`config.mk`:
```
export PLATFORM = sky130hd
export DESIGN_NAME = carregador_instrucoes
export DESIGN_NICKNAME = d
export VERILOG_FILES = /design/src/rtl/carregador_instrucoes.sv
export SDC_FILE = /design/constraint.sdc
export NUM_CORES = 1
export LEC_CHECK = 0
export ABC_AREA = 1
export ABC_CLOCK_PERIOD_IN_PS = 1270
export CORE_UTILIZATION = 40
export DETAILED_ROUTE_END_ITERATION = 7
export PLACE_DENSITY = 0.78
export SLEW_MARGIN = 40
export SYNTH_ARGS = -nofsm -noshare
export SYNTH_HDL_FRONTEND = slang
export SYNTH_SLANG_ARGS = --single-unit
```
`constraint.sdc`:
```
create_clock -name clock -period 1.27 [get_ports clock]
set_input_delay 0.3175 -clock clock [delete_from_list [all_inputs] [get_ports clock]]
set_output_delay 0.3175 -clock clock [all_outputs]
set_load 0.01 [all_outputs]
```
`src/rtl/carregador_instrucoes.sv`:
```
// carregador_instrucoes: UART boot loader filling a 64-word instruction memory.
// Optional trailing XOR checksum byte: define CARREGADOR_CHECKSUM_EN.
module carregador_instrucoes (
  input  logic        clock,
  input  logic        reset_n,
  input  logic        rx_valid,
  input  logic [7:0]  rx_data,
  input  logic [31:0] cpu_pc,
  output logic [31:0] cpu_instrucao,
  output logic        cpu_stall,
  output logic [5:0]  mem_addr,
  output logic        mem_we,
  output logic [31:0] mem_wdata,
  input  logic [31:0] mem_rdata,
  output logic        load_done,
  output logic        erro
);

  typedef enum logic [2:0] {
    IDLE  = 3'd0,
    COUNT = 3'd1,
    DATA  = 3'd2,
`ifdef CARREGADOR_CHECKSUM_EN
    CHECK = 3'd3,
`endif
    RUN   = 3'd4,
    ERRO  = 3'd5
  } state_t;

  state_t      state;
  state_t      state_n;
  logic [6:0]  n_words;
  logic [6:0]  word_idx;
  logic [1:0]  byte_idx;
  logic [23:0] shift;
  logic [5:0]  wr_addr;
  logic [31:0] wr_data;
  logic        wr_en;
  logic        is_sync;
  logic        is_data;
  logic        unused_pc;

  assign is_sync   = rx_valid && (rx_data == 8'h55);
  assign is_data   = rx_valid && (state == DATA);
  assign mem_we    = wr_en;
  assign mem_wdata = wr_data;
  assign unused_pc = ^{cpu_pc[31:8], cpu_pc[1:0]};

`ifdef CARREGADOR_CHECKSUM_EN
  logic [7:0] csum;
  logic       last_byte;

  assign last_byte = is_data && (byte_idx == 2'd3)
                  && (word_idx == n_words - 7'd1);

  // XOR of every data byte, restarted whenever a new load begins
  always_ff @(posedge clock or negedge reset_n) begin
    if (!reset_n) begin
      csum <= 8'h00;
    end else if (state_n == COUNT && state != COUNT) begin
      csum <= 8'h00;
    end else if (is_data) begin
      csum <= csum ^ rx_data;
    end
  end
`else
  logic wr_last;

  // remembers whether the word being written is the final one
  always_ff @(posedge clock or negedge reset_n) begin
    if (!reset_n) begin
      wr_last <= 1'b0;
    end else if (is_data && byte_idx == 2'd3) begin
      wr_last <= (word_idx == n_words - 7'd1);
    end
  end
`endif

  // state register
  always_ff @(posedge clock or negedge reset_n) begin
    if (!reset_n) begin
      state <= IDLE;
    end else begin
      state <= state_n;
    end
  end

  // next state and CPU/memory port muxing
  always_comb begin
    state_n       = state;
    cpu_stall     = 1'b1;
    cpu_instrucao = 32'h0000_0000;
    mem_addr      = wr_addr;
    load_done     = 1'b0;
    erro          = 1'b0;
    unique case (state)
      IDLE: begin
        if (is_sync) state_n = COUNT;
      end
      COUNT: begin
        if (rx_valid) begin
          if (rx_data == 8'd0 || rx_data > 8'd64) state_n = ERRO;
          else state_n = DATA;
        end
      end
      DATA: begin
`ifdef CARREGADOR_CHECKSUM_EN
        if (last_byte) state_n = CHECK;
`else
        if (wr_en && wr_last) state_n = RUN;
`endif
      end
`ifdef CARREGADOR_CHECKSUM_EN
      CHECK: begin
        if (rx_valid) begin
          if (rx_data == csum) state_n = RUN;
          else state_n = ERRO;
        end
      end
`endif
      RUN: begin
        cpu_stall     = 1'b0;
        cpu_instrucao = mem_rdata;
        mem_addr      = cpu_pc[7:2];
        load_done     = 1'b1;
        if (is_sync) state_n = COUNT;
      end
      ERRO: begin
        erro = 1'b1;
        if (is_sync) state_n = COUNT;
      end
      default: state_n = IDLE;
    endcase
  end

  // byte assembly and the registered one-cycle write port
  always_ff @(posedge clock or negedge reset_n) begin
    if (!reset_n) begin
      n_words  <= 7'd0;
      word_idx <= 7'd0;
      byte_idx <= 2'd0;
      shift    <= 24'd0;
      wr_addr  <= 6'd0;
      wr_data  <= 32'd0;
      wr_en    <= 1'b0;
    end else begin
      wr_en <= 1'b0;
      if (state == COUNT && rx_valid) begin
        n_words  <= rx_data[6:0];
        word_idx <= 7'd0;
        byte_idx <= 2'd0;
      end
      if (is_data) begin
        shift    <= {shift[15:0], rx_data};
        byte_idx <= byte_idx + 2'd1;
        if (byte_idx == 2'd3) begin
          wr_en    <= 1'b1;
          wr_addr  <= word_idx[5:0];
          wr_data  <= {shift, rx_data};
          word_idx <= word_idx + 7'd1;
        end
      end
    end
  end

endmodule
```
After elaboration in Yosys (flattened, before gate mapping)
Cells that the tools add are included.
{ "classes": {"n_addsub": 3, "order_cmp": 1, "eq_ne": 10, "muxes": 17, "reduce_logical": 12} }
{ "ops": {"columns": ["operator", "n"], "rows": [
  ["two-way mux 32 bit", 1],
  ["two-way mux 7 bit", 3],
  ["two-way mux 3 bit", 4],
  ["one-hot mux 3 bit (3 select lines)", 1],
  ["== test 8 x 7 -> 1 bit, second input constant", 1],
  ["greater-than comparator 8 x 7 -> 1 bit, second input constant", 1],
  ["logical NOT 8 bit", 1],
  ["adder 7 x 1 -> 7 bit, second input constant", 1],
  ["== test 7 bit", 1],
  ["subtractor 7 x 1 -> 7 bit, second input constant", 1],
  ["== test 3 bit, second input constant", 2],
  ["two-way mux 6 bit", 1],
  ["logical AND 1 bit", 5],
  ["two-way mux 1 bit", 5],
  ["two-way mux 2 bit", 2],
  ["inequality test 2 x 1 -> 1 bit, second input constant", 2],
  ["== test 3 x 1 -> 1 bit, second input constant", 1],
  ["== test 3 x 2 -> 1 bit, second input constant", 1],
  ["logical NOT 3 bit", 1],
  ["AND reduction 3 bit", 1],
  ["OR reduction 3 bit", 1],
  ["adder 2 x 1 -> 2 bit, second input constant", 1],
  ["== test 2 bit, second input constant", 1],
  ["inequality test 2 bit, second input constant", 1],
  ["3 further kinds", 3]
]} }
{ "word_totals": {"ff_bits": 83, "inputBits": 75} }

Longest topological paths before layout
Gate-level depths: netlist (run 1).
{ "logic_depth": {"depth_word": 5, "depth_mapped": 10} }

Worst setup path after synthesis (run 1)
Ideal clock, no wire load.
{ "synth_timing": {"path_kind": "flip-flop to output port", "startpoint": "register state[1]", "endpoint": "output cpu_instrucao[20]", "arrival_time_ps": 1181, "path_slack_ps": -228, "path_stages_with_launch": 7, "path_buffers": 1, "path_cell_list": "dfrtp_1 -> inv_2 -> nand2_1 -> nor2_1 -> inv_2 -> buf_2 -> nor2_1"} }
{ "synth_via": {"elab_chain_len": 2} }
{ "synth_lines": {"columns": ["element", "line", "text"], "rows": [
  ["start: declaration", "30", "state_t state;"],
  ["start signal: assignment", "84", "state <= state_n;"],
  ["== test 3 bit", "96", "unique case (state)"],
  ["two-way mux 32 bit", "96", null],
  ["end: declaration", "9", "output logic [31:0] cpu_instrucao,"]
]} }
Every way passes these cells.

Worst setup path in the final report (run 1)
{ "layout_timing": {"startpoint": "register state[1]", "endpoint": "output cpu_instrucao[16]"} }
The elaborated chain is that of the path after synthesis.

==> metrics.txt, run 1 <==
status finished, violations left; failing checks negative setup slack; share of layout cells above drive strength 1 between 40 and 50%; Final Hold Viols 0; final wirelength around 16 mm; Post-DP Area 5890 sq um; hpwl dp 7.83 mm; CTS root buf clkbuf_8; die width about 100 microns; Setup crit start kind flop; vias 4616; DRC Markers 0; clock sink total 83; CTS tree built; DRT Pass-1 Iters 6; drt wl/cell about 19 microns; H-tree depth 3; gate count of the mapped netlist 499; Pint 6.16 mW; Netlist cell types 27; Mapped Area 3900 sq um; total number of yosys warnings 0; CP arrival 1.63 ns; worst IR drop on VDD about 1.0 mV; Clk Latency, worst-skew pair 0.39 ns; Pwr Total 9.89 mW; CP Class flop to primary output; CP endpoint kind primary output; DR vias/cell 5.35; area growth from synthesis to layout 86.5%; CTS clk-pin slew, worst paths 0.10 ns; final worst-path cycle share 154%; P_leak 3.76 nW; GPL Wtd Cong about 0.8; die area between 10000 and 15000 sq um; Die Y 101 microns; Final ANT Viol Nets 0; Rows 35; Yosys reg bits between 80 and 90; IO Count 149; Final Skew 0.0191 ns; register area share after synthesis 53.3%; Clk pwr share approximately a fifth; initial antenna violation count 0; Num CTS Buffers 9; endpoints failing setup 131; final net count 806; slack of the critical path -0.682 ns; unrepaired setup endpoints after global routing true; Slew Viols, Final 0; combinational share of power 41.5%; Clock Tree Buf Depth 2; average size of a mapped cell 7.82 sq um; Worst Hold Class input pin to asynchronous set/reset pin; worst slew pin tran slightly below 0.4 ns; Post-Syn Nets 577; largest net degree at the start of global routing 26; input/output buffers about 120; Max Cap Viol 0; core area 9330 sq um; min cycle time layout 1.95 ns; Critical Path RT roughly 0.95 ns; Fmax 0.512 GHz; share of power burned in registers 39.5%; Sw Pwr about 3.7 mW; fin area 7270 sq um; Total Routing Usage GR between 30% and 40%; Initial Util around two fifths; vias in the first global route approximately 4600; Detailed Route Iter0 Violations 334; Rel. slew slack 74.3%; setup tns final -50.85 ns; PD cells 1360 nW/um^2; first-pass GRT wire length 23.7 mm; switch share 37.7%; Overflow after GRT 0; worst-path fanout max 6; number of fill cells around 540; ant diodes 0
==> state kept, by name, summed over array words and instances (netlist names) <==
signal,flops
mem_wdata,32
shift,24
n_words,7
word_idx,7
wr_addr,6
state,3
byte_idx,2
mem_we,1
wr_last,1
==> cell type report <==
cell class,count,area [sq um],area share [%]
flip-flops and latches,83,2080,28.6
clock buffers,9,124,1.70
inverters,86,333,4.58
well taps,129,161,2.22
clock inverters,7,57.6,0.791
repair buffers,237,2520,34.6
multi-input cells,311,2000,27.5
==> cell usage in the layout, fill, tap and decap left out, types with 2 or more instances in the layout <==
master and n:
clkinvlp_4 2, buf_4 60, a21oi_1 2, buf_6 62
nor3_1 2, dfrtp_1 82, nand2_4 11, nor2_1 18
clkbuf_8 9, nand3_2 2, buf_12 14, inv_1 78
inv_6 4, nand2_1 95, nand3_1 15, buf_2 38
o21ai_2 22, o21ai_4 3, xor2_1 3, o21ai_1 38
buf_16 14, o21ai_0 8, inv_4 2, clkdlybuf4s50_1 47
inv_2 5, nand2_2 42, ha_1 2, nor2_4 37
==> power by group through the flow <==
stage / registers, mW / clock network (mW) / logic (mW)
floorplan: 4.03 / 0 / 1.05
global placement: 3.83 / 0 / 3.07
detailed placement: 3.85 / 0 / 3.18
CTS: 3.83 / 1.80 / 3.56
global route: 3.95 / 1.97 / 4.38
finish: 3.91 / 1.88 / 4.10
==> per-layer routing <==
metal	track usage (%)	part of all wire, %	wire, microns	up-vias
met1	34.4	35	5820	2197
li1	-	-	-	1987
met4	18.1	5.7	933	0
met5	0	0	0	-
met3	5.76	8.8	1450	100
met2	56.7	50	8210	332
==> metrics by stage <==
step | util (%) | setup WS (ns) | std cells | hold WS (ns)
floorplan | - | -0.135 | 499 | 0.0219
global placement | 63.2 | -0.578 | 778 | 0.252
detailed placement | 63.2 | -0.606 | 778 | 0.261
CTS | 75.5 | -0.661 | 847 | 0.414
global route | 78.0 | -0.742 | 862 | 0.421
finish | 78.0 | -0.682 | 862 | 0.387
==> worst max-delay path, cell delays in order (launching register included) <==
cell and delay, ns:
dfrtp_1 0.40, inv_2 0.08, nand2_4 0.06, nor2_4 0.17, inv_6 0.07, buf_6 0.14
buf_12 0.14, nor2_4 0.08, buf_6 0.10
==> worst paths after layout <==
check / startpoint / slack [ns] / endpoint / depth (start not counted)
hold reg to reg: mem_wdata[24] / 0.49 / mem_wdata[24] / 2
setup / recovery: state[1] / -0.68 / cpu_instrucao[16] / 8
max in group asynchronous: reset_n / 0.40 / mem_wdata[6] / 3
hold / removal: reset_n / 0.39 / shift[3] / 2
min in group clock: mem_wdata[24] / 0.49 / mem_wdata[24] / 2
setup reg to reg: state[2] / -0.41 / byte_idx[1] / 9
==> synth_stat cells <==
| library cell | n | share of area [%] |
|---|---|---|
| xnor2_1 | 2 | 0.45 |
| dfrtp_1 | 83 | 53 |
| nor2_4 | 2 | 0.58 |
| nand2_2 | 1 | 0.16 |
| buf_2 | 11 | 1.4 |
| inv_1 | 83 | 8.0 |
| a211oi_2 | 1 | 0.32 |
| o211a_1 | 1 | 0.26 |
| nand3_1 | 17 | 2.2 |
| nand4_1 | 1 | 0.16 |
| nand2_1 | 148 | 14 |
| ha_1 | 3 | 0.96 |
| inv_2 | 3 | 0.29 |
| o21ai_0 | 53 | 6.8 |
| clkbuf_1 | 4 | 0.38 |
| buf_6 | 2 | 0.58 |
| a22o_1 | 1 | 0.22 |
| buf_1 | 2 | 0.19 |
| nor3_1 | 2 | 0.26 |
| nand3_4 | 1 | 0.45 |
| nor2_2 | 2 | 0.32 |
| xor2_1 | 3 | 0.67 |
| nor2_1 | 51 | 4.9 |
| o31ai_1 | 1 | 0.19 |
| o21ai_1 | 18 | 2.3 |
| a21oi_1 | 2 | 0.26 |
| o21bai_1 | 1 | 0.19 |
==> what timing repair did <==
item                                    in CTS  in global routing
resized for setup                          494                 31
cloned                                      15                  0
endpoints found under the setup margin     153                132
setup buffers                               39                 20
pin swaps                                   12                  6
hold buffers                                 1                  0
endpoints found under the hold margin       21                  0
==> cells by family after synthesis <==
| group | after synthesis | share of synthesized area, % |
|---|---|---|
| adder cells (fa/ha/maj) | 3 | 0.963 |
| AND/OR/NAND/NOR | 225 | 23.3 |
| buffers and inverters | 105 | 10.8 |
| XOR/XNOR | 5 | 1.12 |
| AO/OA/AOI/OAI | 78 | 10.6 |
| flip-flops | 83 | 53.3 |
(Power assumes the default switching activity.)
==> run 2, diff against run 1 <==
Settings changed: MAX_ROUTING_LAYER set to met4.
==> metrics.txt, run 2 (synthesis results as in run 1) <==
CTS clk-pin slew, worst paths 0.11 ns (was 0.10 ns); die width 101 microns (unchanged); CTS root buf clkbuf_8 (unchanged); largest net degree at the start of global routing 26 (unchanged); vias 4619 (was 4616); vias in the first global route 4637 (was 4623); Setup crit start kind flop (unchanged); final wirelength 16.7 mm (was 16.4 mm); DRC Markers 0 (unchanged); area growth from synthesis to layout 86.3% (was 86.5%); Worst Hold Class input pin to asynchronous set/reset pin (unchanged); worst-path fanout max 6 (unchanged); min cycle time layout 1.96 ns (was 1.95 ns); Num CTS Buffers 9 (unchanged); CP arrival 1.64 ns (was 1.63 ns); Max Cap Viol 0 (unchanged); Total Routing Usage GR 32.3% (was 31.4%); number of fill cells 548 (was 543); Clock Tree Buf Depth 2 (unchanged); input/output buffers 122 (unchanged); PD cells 1370 nW/um^2 (was 1360 nW/um^2); Die Y 101 microns (unchanged); Post-DP Area 5890 sq um (unchanged); multi-input logic area 1990 sq um (was 2000 sq um); Final ANT Viol Nets 0 (unchanged); Final Hold Viols 0 (unchanged); P_leak 3.76 nW (about the same); commonest non-fill, non-tap cells in the layout nand2_1, dfrtp_1, inv_1, buf_6, buf_4 (unchanged); failing checks negative setup slack (unchanged); first-pass GRT wire length 23.7 mm (about the same); Rows 35 (unchanged); worst slack, placed -0.606 ns (unchanged); DR vias/cell 5.36 (was 5.35); Initial Util 41.8% (unchanged); H-tree depth 3 (unchanged); CTS tree built (unchanged); Slew Viols, Final 0 (unchanged); Fmax 0.511 GHz (was 0.512 GHz); worst slew pin tran 0.397 ns (was 0.386 ns); Rel. slew slack 73.6% (was 74.3%); DRT Pass-1 Iters 8 (was 6); ant diodes 0 (unchanged); most common cell after layout, fill and taps aside nand2_1 (unchanged); final net count 806 (unchanged); clock sink total 83 (unchanged); Clk Latency, worst-skew pair 0.38 ns (was 0.39 ns); register area 2080 sq um (unchanged); final worst-path cycle share 154% (about the same); initial antenna violation count 0 (unchanged); fin area 7260 sq um (was 7270 sq um); core area 9330 sq um (unchanged); die area 10100 sq um (unchanged); Critical Path RT 0.95 ns (about the same); Detailed Route Iter0 Violations 516 (was 334); share of layout cells above drive strength 1 45.7% (was 46.0%); max reg flops 32 (unchanged); CP endpoint kind primary output (unchanged); Overflow after GRT 0 (unchanged); CP Cell Sequence inv_2 > nand2_4 > nor2_4 > inv_6 > buf_6 > buf_12 > nor2_4 > buf_6 (unchanged); hpwl dp 7.83 mm (unchanged); endpoints failing setup 128 (was 131); Worst path max stage delay 0.40 ns (about the same); status finished, violations left (unchanged); unrepaired setup endpoints after global routing true (unchanged); CP max stage cell dfrtp_1 (unchanged); drt wl/cell 19.4 microns (was 19.0 microns); worst IR drop on VDD 1.05 mV (was 1.00 mV); IO Count 149 (unchanged); CP Class flop to primary output (unchanged); slack of the critical path -0.687 ns (was -0.682 ns); Final Skew 0.0228 ns (was 0.0191 ns); GPL Wtd Cong 0.819 (was 0.807)
==> run 2: cell counts in the layout (fill, tap and decap cells not counted) <==
No cell type changed its count.
==> run 2: worst max-delay path: cells and delay by family (launching register included) <==
kind                   cells  cell delay (ns)
and+or+nand+nor            3             0.32
buffers and inverters      5             0.54
DFF                        1             0.40
==> run 2: worst paths after layout <==
path | from | endpoint | slack, ns | cells past startpoint
min in group clock | shift[23] | mem_wdata[31] | 0.49 | 2
min reg2reg | shift[23] | mem_wdata[31] | 0.49 | 2
min | reset_n | mem_wdata[14] | 0.39 | 2
max | state[1] | cpu_instrucao[16] | -0.69 | 8
max in group asynchronous | reset_n | mem_wdata[1] | 0.39 | 3
max reg2reg | state[2] | shift[12] | -0.48 | 9
==> run 2: where the power goes <==
| group | internal, mW | switching [mW] |
|---|---|---|
| Clock | 0.742 | 1.14 |
| Combinational | 2.08 | 2.09 |
| Sequential | 3.37 | 0.543 |
| Total | 6.19 | 3.78 |
==> run 2: per-stage QoR <==
step / TNS (ns) / hold WS [ns] / utilization [%] / cells / power, mW
2_1_floorplan: -4.68 / 0.0219 / - / 499 / 5.08
3_3_place_gp: -55.06 / 0.252 / 63.2 / 778 / 6.91
3_5_place_dp: -56.98 / 0.261 / 63.2 / 778 / 7.03
4_1_cts: -59.34 / 0.414 / 75.5 / 847 / 9.20
5_1_grt: -61.48 / 0.418 / 77.9 / 862 / 10.4
6_report: -54.24 / 0.394 / 77.9 / 862 / 9.96
==> run 2: metal layers <==
metal / track usage [%] / up-vias / share of wire [%]
met1: 34.4 / 2179 / 34
met2: 56.5 / 343 / 49
li1: - / 1985 / -
met4: 17.5 / 0 / 6.6
met3: 6.38 / 112 / 9.8
met5: - / - / 0
==> run 2: cell type report <==
class                           count  share of cell area (%)
Clock buffer                        9                    1.71
Clock inverter                      7                   0.792
Inverter                           86                    4.58
Multi-Input combinational cell    311                    27.4
Sequential cell                    83                    28.6
Tap cell                          129                    2.22
Timing Repair Buffer              237                    34.7
==> run 2: what timing repair did <==
item | in CTS | in global routing
setup buffers | 39 | 20
hold buffers | 1 | 0
hold endpoints to repair | 21 | 0
gates cloned | 15 | 0
gates resized for setup | 494 | 29
endpoints found under the setup margin | 153 | 135
pin swaps | 12 | 8
==> variant 1 (flow settings as in run 2) <==
The 5 states of `state_t` get a one-hot encoding in 5 bits.
--- a/src/rtl/carregador_instrucoes.sv
+++ b/src/rtl/carregador_instrucoes.sv
@@ -16,15 +16,15 @@
   output logic        erro
 );
 
-  typedef enum logic [2:0] {
-    IDLE  = 3'd0,
-    COUNT = 3'd1,
-    DATA  = 3'd2,
+  typedef enum logic [4:0] {
+    IDLE  = 5'b00001,
+    COUNT = 5'b00010,
+    DATA  = 5'b00100,
 `ifdef CARREGADOR_CHECKSUM_EN
     CHECK = 3'd3,
 `endif
-    RUN   = 3'd4,
-    ERRO  = 3'd5
+    RUN   = 5'b01000,
+    ERRO  = 5'b10000
   } state_t;
 
   state_t      state;
Check against the original RTL: no difference found for any inputs over 10 cycles, from zero or initial values and one cycle with reset_n low; not proved beyond that.
==> variant 1 against run 2 <==
  * Sequential cell count is 2 higher
  * Die area grew 3.8%
  * Cell area grew 10%
  * The run still ends with negative setup slack left
  * Critical path type unchanged
  * Clock skew up 11 ps
  * First-iteration DRC count fell by 2.9%
  * Critical path depth down 2
  * Clock power rose by 8%
  * Wire length is 24% higher
  * Total power decreased by 18%
  * Area after synthesis rose by 3.9%
  * Fmax fell by 6.0%
  * Setup slack worse by 120 ps
==> variant 1: results (changes against run 2) <==
<table>
<tr><th>Metric</th><th>Value</th></tr>
<tr><th colspan="2">Synthesis</th></tr>
<tr><td>Post-synthesis xor/xnor area fraction</td><td>0.00864 (-0.00258)</td></tr>
<tr><td>Cell types occupying the most area after synthesis</td><td>sky130_fd_sc_hd__dfrtp_1 (52%), sky130_fd_sc_hd__nand2_1 (14%), sky130_fd_sc_hd__inv_1 (7.8%)</td></tr>
<tr><td>Cell count after synthesis</td><td>515 (+3.2%)</td></tr>
<tr><td>Adder and majority gate portion of the synthesized area</td><td>0.00926 (-0.000363)</td></tr>
<tr><td>Number of distinct library cells after synthesis</td><td>30 (+11%)</td></tr>
<tr><th colspan="2">Drt</th></tr>
<tr><td>Iteration count of the initial detailed-routing pass</td><td>7 (-1)</td></tr>
<tr><td>Wire per inst</td><td>23.1 um (+19%)</td></tr>
<tr><td>Detailed route wirelength on metal2</td><td>10.1 mm (+23%)</td></tr>
<tr><td>Ratio of routed vias to standard cells</td><td>5.70 (+6.4%)</td></tr>
<tr><td>DRT Wirelength</td><td>20.6 mm (+24%)</td></tr>
<tr><th colspan="2">Clock tree</th></tr>
<tr><td>Insertion delay of the later-clocked pin in the worst-skew pair</td><td>410 ps (+30 ps)</td></tr>
<tr><td>Clock-pin transition on the worst setup and hold timing paths</td><td>130 ps (+20 ps)</td></tr>
<tr><th colspan="2">Critical path</th></tr>
<tr><td>Arrival time at the worst endpoint</td><td>1760 ps (+120 ps)</td></tr>
<tr><th colspan="2">GRT</th></tr>
<tr><td>GRT met3 Usage</td><td>0.0631 (-0.000749)</td></tr>
<tr><td>Via count of the first global-routing pass</td><td>4821 (+4.0%)</td></tr>
<tr><td>Wire length of the first global-routing pass</td><td>25.6 mm (+7.9%)</td></tr>
<tr><th colspan="2">Power and ir drop</th></tr>
<tr><td>Peak ir drop on the vdd network</td><td>0.760 mV (-28%)</td></tr>
<tr><td>Sw frac</td><td>0.395 (+0.0160)</td></tr>
<tr><td>Power Dens Cells</td><td>1030 mW/mm^2 (-25%)</td></tr>
<tr><th colspan="2">Timing</th></tr>
<tr><td>Transition time at the pin with the least slew margin</td><td>339 ps (-57.5 ps)</td></tr>
<tr><td>Final setup violation count</td><td>142 (+11%)</td></tr>
<tr><td>Clock Skew</td><td>33.9 ps (+11.1 ps)</td></tr>
<tr><td>Worst Setup Slack, final</td><td>-812 ps (-124 ps)</td></tr>
<tr><th colspan="2">Status</th></tr>
<tr><td>Failing checks</td><td>negative setup slack</td></tr>
<tr><td>Result of the run</td><td>finished, violations left</td></tr>
<tr><th colspan="2">Place</th></tr>
<tr><td>Area of placed instances</td><td>0.00598 mm^2 (+1.5%)</td></tr>
<tr><td>Final RePlAce weighted congestion</td><td>0.896 (+9.5%)</td></tr>
</table>
-- variant 1: cell count changes after synthesis, moves of 4 or more --
cell | run 2 | this run
sky130_fd_sc_hd__buf_2 | 11 | 7
sky130_fd_sc_hd__nand2_1 | 148 | 152
sky130_fd_sc_hd__nand4_1 | 1 | 6
sky130_fd_sc_hd__nor2_1 | 51 | 56
sky130_fd_sc_hd__o21ai_0 | 53 | 61
sky130_fd_sc_hd__o21ai_1 | 18 | 7
sky130_fd_sc_hd__o21ai_2 | 0 | 7
-- variant 1: area by class of cell --
class	count	share of cell area
Inverter	86	0.0423
Clock inverter	6	0.00689
Timing Repair Buffer	246	0.339
Sequential cell	85	0.267
Multi-Input combinational cell	326	0.306
Antenna cell	1	0.000313
Timing Repair inverter	1	0.00110
Tap cell	133	0.0208
Clock buffer	10	0.0172
-- variant 1: what timing repair did --
item	4_1_cts	5_1_grt
setup endpoints to repair	159	147
cloned	18	6
resized for setup	501	149
setup buffers	35	21
pin swaps	17	9
endpoints found under the hold margin	17	0
hold buffers	1	0
-- variant 1: cell families (layout without fill, tap and decap cells) --
kind of cell | count (synthesis) | after routing
and+or+nand+nor | 239 | 240
adders and majority gates | 3 | 3
DFF | 85 | 85
buffers and inverters | 105 | 349
other | 0 | 1
AOI/OAI and AO/OA | 79 | 79
xor gates and xnor gates | 4 | 4
-- variant 1: final timing paths --
| path | startpoint | endpoint | slack, ps | cells past startpoint |
|---|---|---|---|---|
| worst max-delay path | state[1] | cpu_instrucao[8] | -810 | 6 |
| worst min-delay path | reset_n | shift[22] | 320 | 2 |
| worst max register to register | state[1] | word_idx[6] | -620 | 11 |
| worst min register to register | wr_last | wr_last | 500 | 2 |
| max in group asynchronous | reset_n | mem_wdata[11] | 430 | 3 |
| min in group clock | wr_last | wr_last | 500 | 2 |
==> variant 2 (flow settings as in run 2) <==
Made on the original files. Add a define of `CARREGADOR_CHECKSUM_EN`.
--- a/src/rtl/carregador_instrucoes.sv
+++ b/src/rtl/carregador_instrucoes.sv
@@ -1,5 +1,7 @@
 // carregador_instrucoes: UART boot loader filling a 64-word instruction memory.
 // Optional trailing XOR checksum byte: define CARREGADOR_CHECKSUM_EN.
+`define CARREGADOR_CHECKSUM_EN
+
 module carregador_instrucoes (
   input  logic        clock,
   input  logic        reset_n,
Behaviour: not the same (Yosys sat finds a counterexample within 10 cycles, from zero or initial values and one cycle with reset_n low).
==> variant 2 against run 2 <==
  * The run still ends with negative setup slack left
  * Final cell count rose by 12%
  * Register-to-register slack got worse by 120 ps
  * Setup slack lost 3.8 ps
  * Combinational power increased by 86%
  * Via count rose by 16%
  * Wire length grew 14%
  * Sequential share of layout area decreased by 1.5 points
  * Area after synthesis up 15%
  * Critical path depth rose by 1
  * Cell area is 15% higher
  * Total power rose by 46%
  * Global-route usage decreased by 3.2 points
  * Sequential cell count grew 7
  * Largest power group unchanged
  * Highest routed layer unchanged
==> variant 2: results (changes against run 2) <==
<table>
<tr><th>Metric</th><th>Value</th></tr>
<tr><th colspan="2">Cells and area</th></tr>
<tr><td>Share of layout cells above drive strength 1</td><td>0.527 (+0.0696)</td></tr>
<tr><td>Area used by sequential logic in the layout</td><td>0.00226 mm^2 (+8.5%)</td></tr>
<tr><td>FILL cells</td><td>610 (+11%)</td></tr>
<tr><th colspan="2">Synthesis</th></tr>
<tr><td>Number of distinct library cells after synthesis</td><td>35 (+30%)</td></tr>
<tr><td>Cell types occupying the most area after synthesis</td><td>sky130_fd_sc_hd__dfrtp_1 (50%), sky130_fd_sc_hd__nand2_1 (17%), sky130_fd_sc_hd__inv_1 (6.2%)</td></tr>
<tr><td>Top cells by instance count after synthesis</td><td>sky130_fd_sc_hd__nand2_1 (206), sky130_fd_sc_hd__dfrtp_1 (90), sky130_fd_sc_hd__inv_1 (74), sky130_fd_sc_hd__nor2_1 (61), sky130_fd_sc_hd__o21ai_0 (38)</td></tr>
<tr><td>Post-synthesis net count</td><td>656 (+14%)</td></tr>
<tr><th colspan="2">Power and ir drop</th></tr>
<tr><td>Leakage component of the power</td><td>4.18 nW (+11%)</td></tr>
<tr><td>Peak ir drop on the vdd network</td><td>1.08 mV (+2.9%)</td></tr>
<tr><th colspan="2">Timing</th></tr>
<tr><td>Final setup violation count</td><td>135 (+5.5%)</td></tr>
<tr><td>Worst Setup Slack, final</td><td>-691 ps (-3.84 ps)</td></tr>
<tr><td>Worst-case hold slack</td><td>470 ps (+76.5 ps)</td></tr>
<tr><td>Clock Skew</td><td>15.5 ps (-7.35 ps)</td></tr>
<tr><td>Transition time at the pin with the least slew margin</td><td>500 ps (+104 ps)</td></tr>
<tr><th colspan="2">Drt</th></tr>
<tr><td>DR vias</td><td>5345 (+16%)</td></tr>
<tr><td>Iteration count of the initial detailed-routing pass</td><td>6 (-2)</td></tr>
<tr><td>DRT Wirelength</td><td>19.0 mm (+14%)</td></tr>
<tr><th colspan="2">GRT</th></tr>
<tr><td>Global-route usage over all layers</td><td>0.291 (-0.0323)</td></tr>
<tr><td>Via count of the first global-routing pass</td><td>5132 (+11%)</td></tr>
<tr><td>Wire length of the first global-routing pass</td><td>25.0 mm (+5.4%)</td></tr>
<tr><th colspan="2">Status</th></tr>
<tr><td>Failing checks</td><td>negative setup slack</td></tr>
<tr><td>Result of the run</td><td>finished, violations left</td></tr>
<tr><th colspan="2">Place</th></tr>
<tr><td>Final RePlAce weighted congestion</td><td>1.00 (+22%)</td></tr>
<tr><td>Area of placed instances</td><td>0.00670 mm^2 (+14%)</td></tr>
<tr><th colspan="2">Critical path</th></tr>
<tr><td>CP Max Fanout</td><td>5 (-1)</td></tr>
<tr><td>Critical-path top delay cell</td><td>sky130_fd_sc_hd__dfrtp_2</td></tr>
<tr><td>Worst setup slack for register-to-register paths</td><td>-600 ps (-120 ps)</td></tr>
<tr><td>Stage delay of the slowest cell on the critical path</td><td>420 ps (+20 ps)</td></tr>
</table>
## variant 2: report_power, final
group / leakage (nW) / total (mW) / internal, mW / switching [mW]
registers: 1.19 / 4.61 / 3.70 / 0.912
clock network: 0.108 / 2.15 / 0.952 / 1.19
logic: 2.88 / 7.77 / 3.61 / 4.16
total: 4.18 / 14.5 / 8.26 / 6.27
## variant 2: kinds of logic after synthesis
family	share of synthesized area
simple gates	0.275
buf+inv	0.0957
flops	0.503
compound gates	0.0959
xor+xnor	0.0215
fa+ha+maj	0.00839
## variant 2: metal layers
layer / vias up / global-route usage / part of all wire
met4: 0 / 0.157 / 0.060
met3: 124 / 0.0521 / 0.087
met2: 389 / 0.510 / 0.51
li1: 2253 / - / -
met1: 2579 / 0.311 / 0.34
met5: - / - / 0
## variant 2: area by class of cell
type	count	share of cell area
multi-input cells	383	0.324
repair buffers	250	0.314
flip-flops and latches	90	0.271
inverters	86	0.0431
well taps	140	0.0210
clock buffers	9	0.0149
clock inverters	7	0.0101
repair inverters	1	0.00195
## variant 2: repair_timing
action / in CTS / in global routing
buffers inserted: 31 / 17
hold endpoints to repair: 17 / 0
cloned: 16 / 2
endpoints found under the setup margin: 164 / 134
gates resized for setup: 481 / 131
pin swaps: 21 / 26
hold buffers: 1 / 0
## variant 2: final timing paths
path	start	end	cells past startpoint
setup / recovery	state[2]	mem_addr[0]	9
hold / removal	reset_n	shift[19]	3
setup reg to reg	state[2]	word_idx[5]	11
hold reg to reg	mem_wdata[23]	mem_wdata[23]	2
max in group asynchronous	reset_n	state[0]	3
min in group clock	mem_wdata[23]	mem_wdata[23]	2
## variant 2: worst max-delay path: cells and delay by family, from the launching register on
family / cells / cell delay, ps
DFF: 1 / 420
and+or+nand+nor: 2 / 90
AOI/OAI and AO/OA: 1 / 100
buffers and inverters: 6 / 660
## variant 2: per-stage QoR
stage                     setup slack, ps  instances  setup TNS (ps)  total power [mW]
after CTS                            -748        956          -58590              13.0
after detailed placement             -773        892          -78700              10.0
after global routing                 -781        966          -69950              15.2
final                                -691        966          -59900              14.5
after global placement               -682        892          -74580              9.76
after floorplan                      -242        578           -6950              7.47
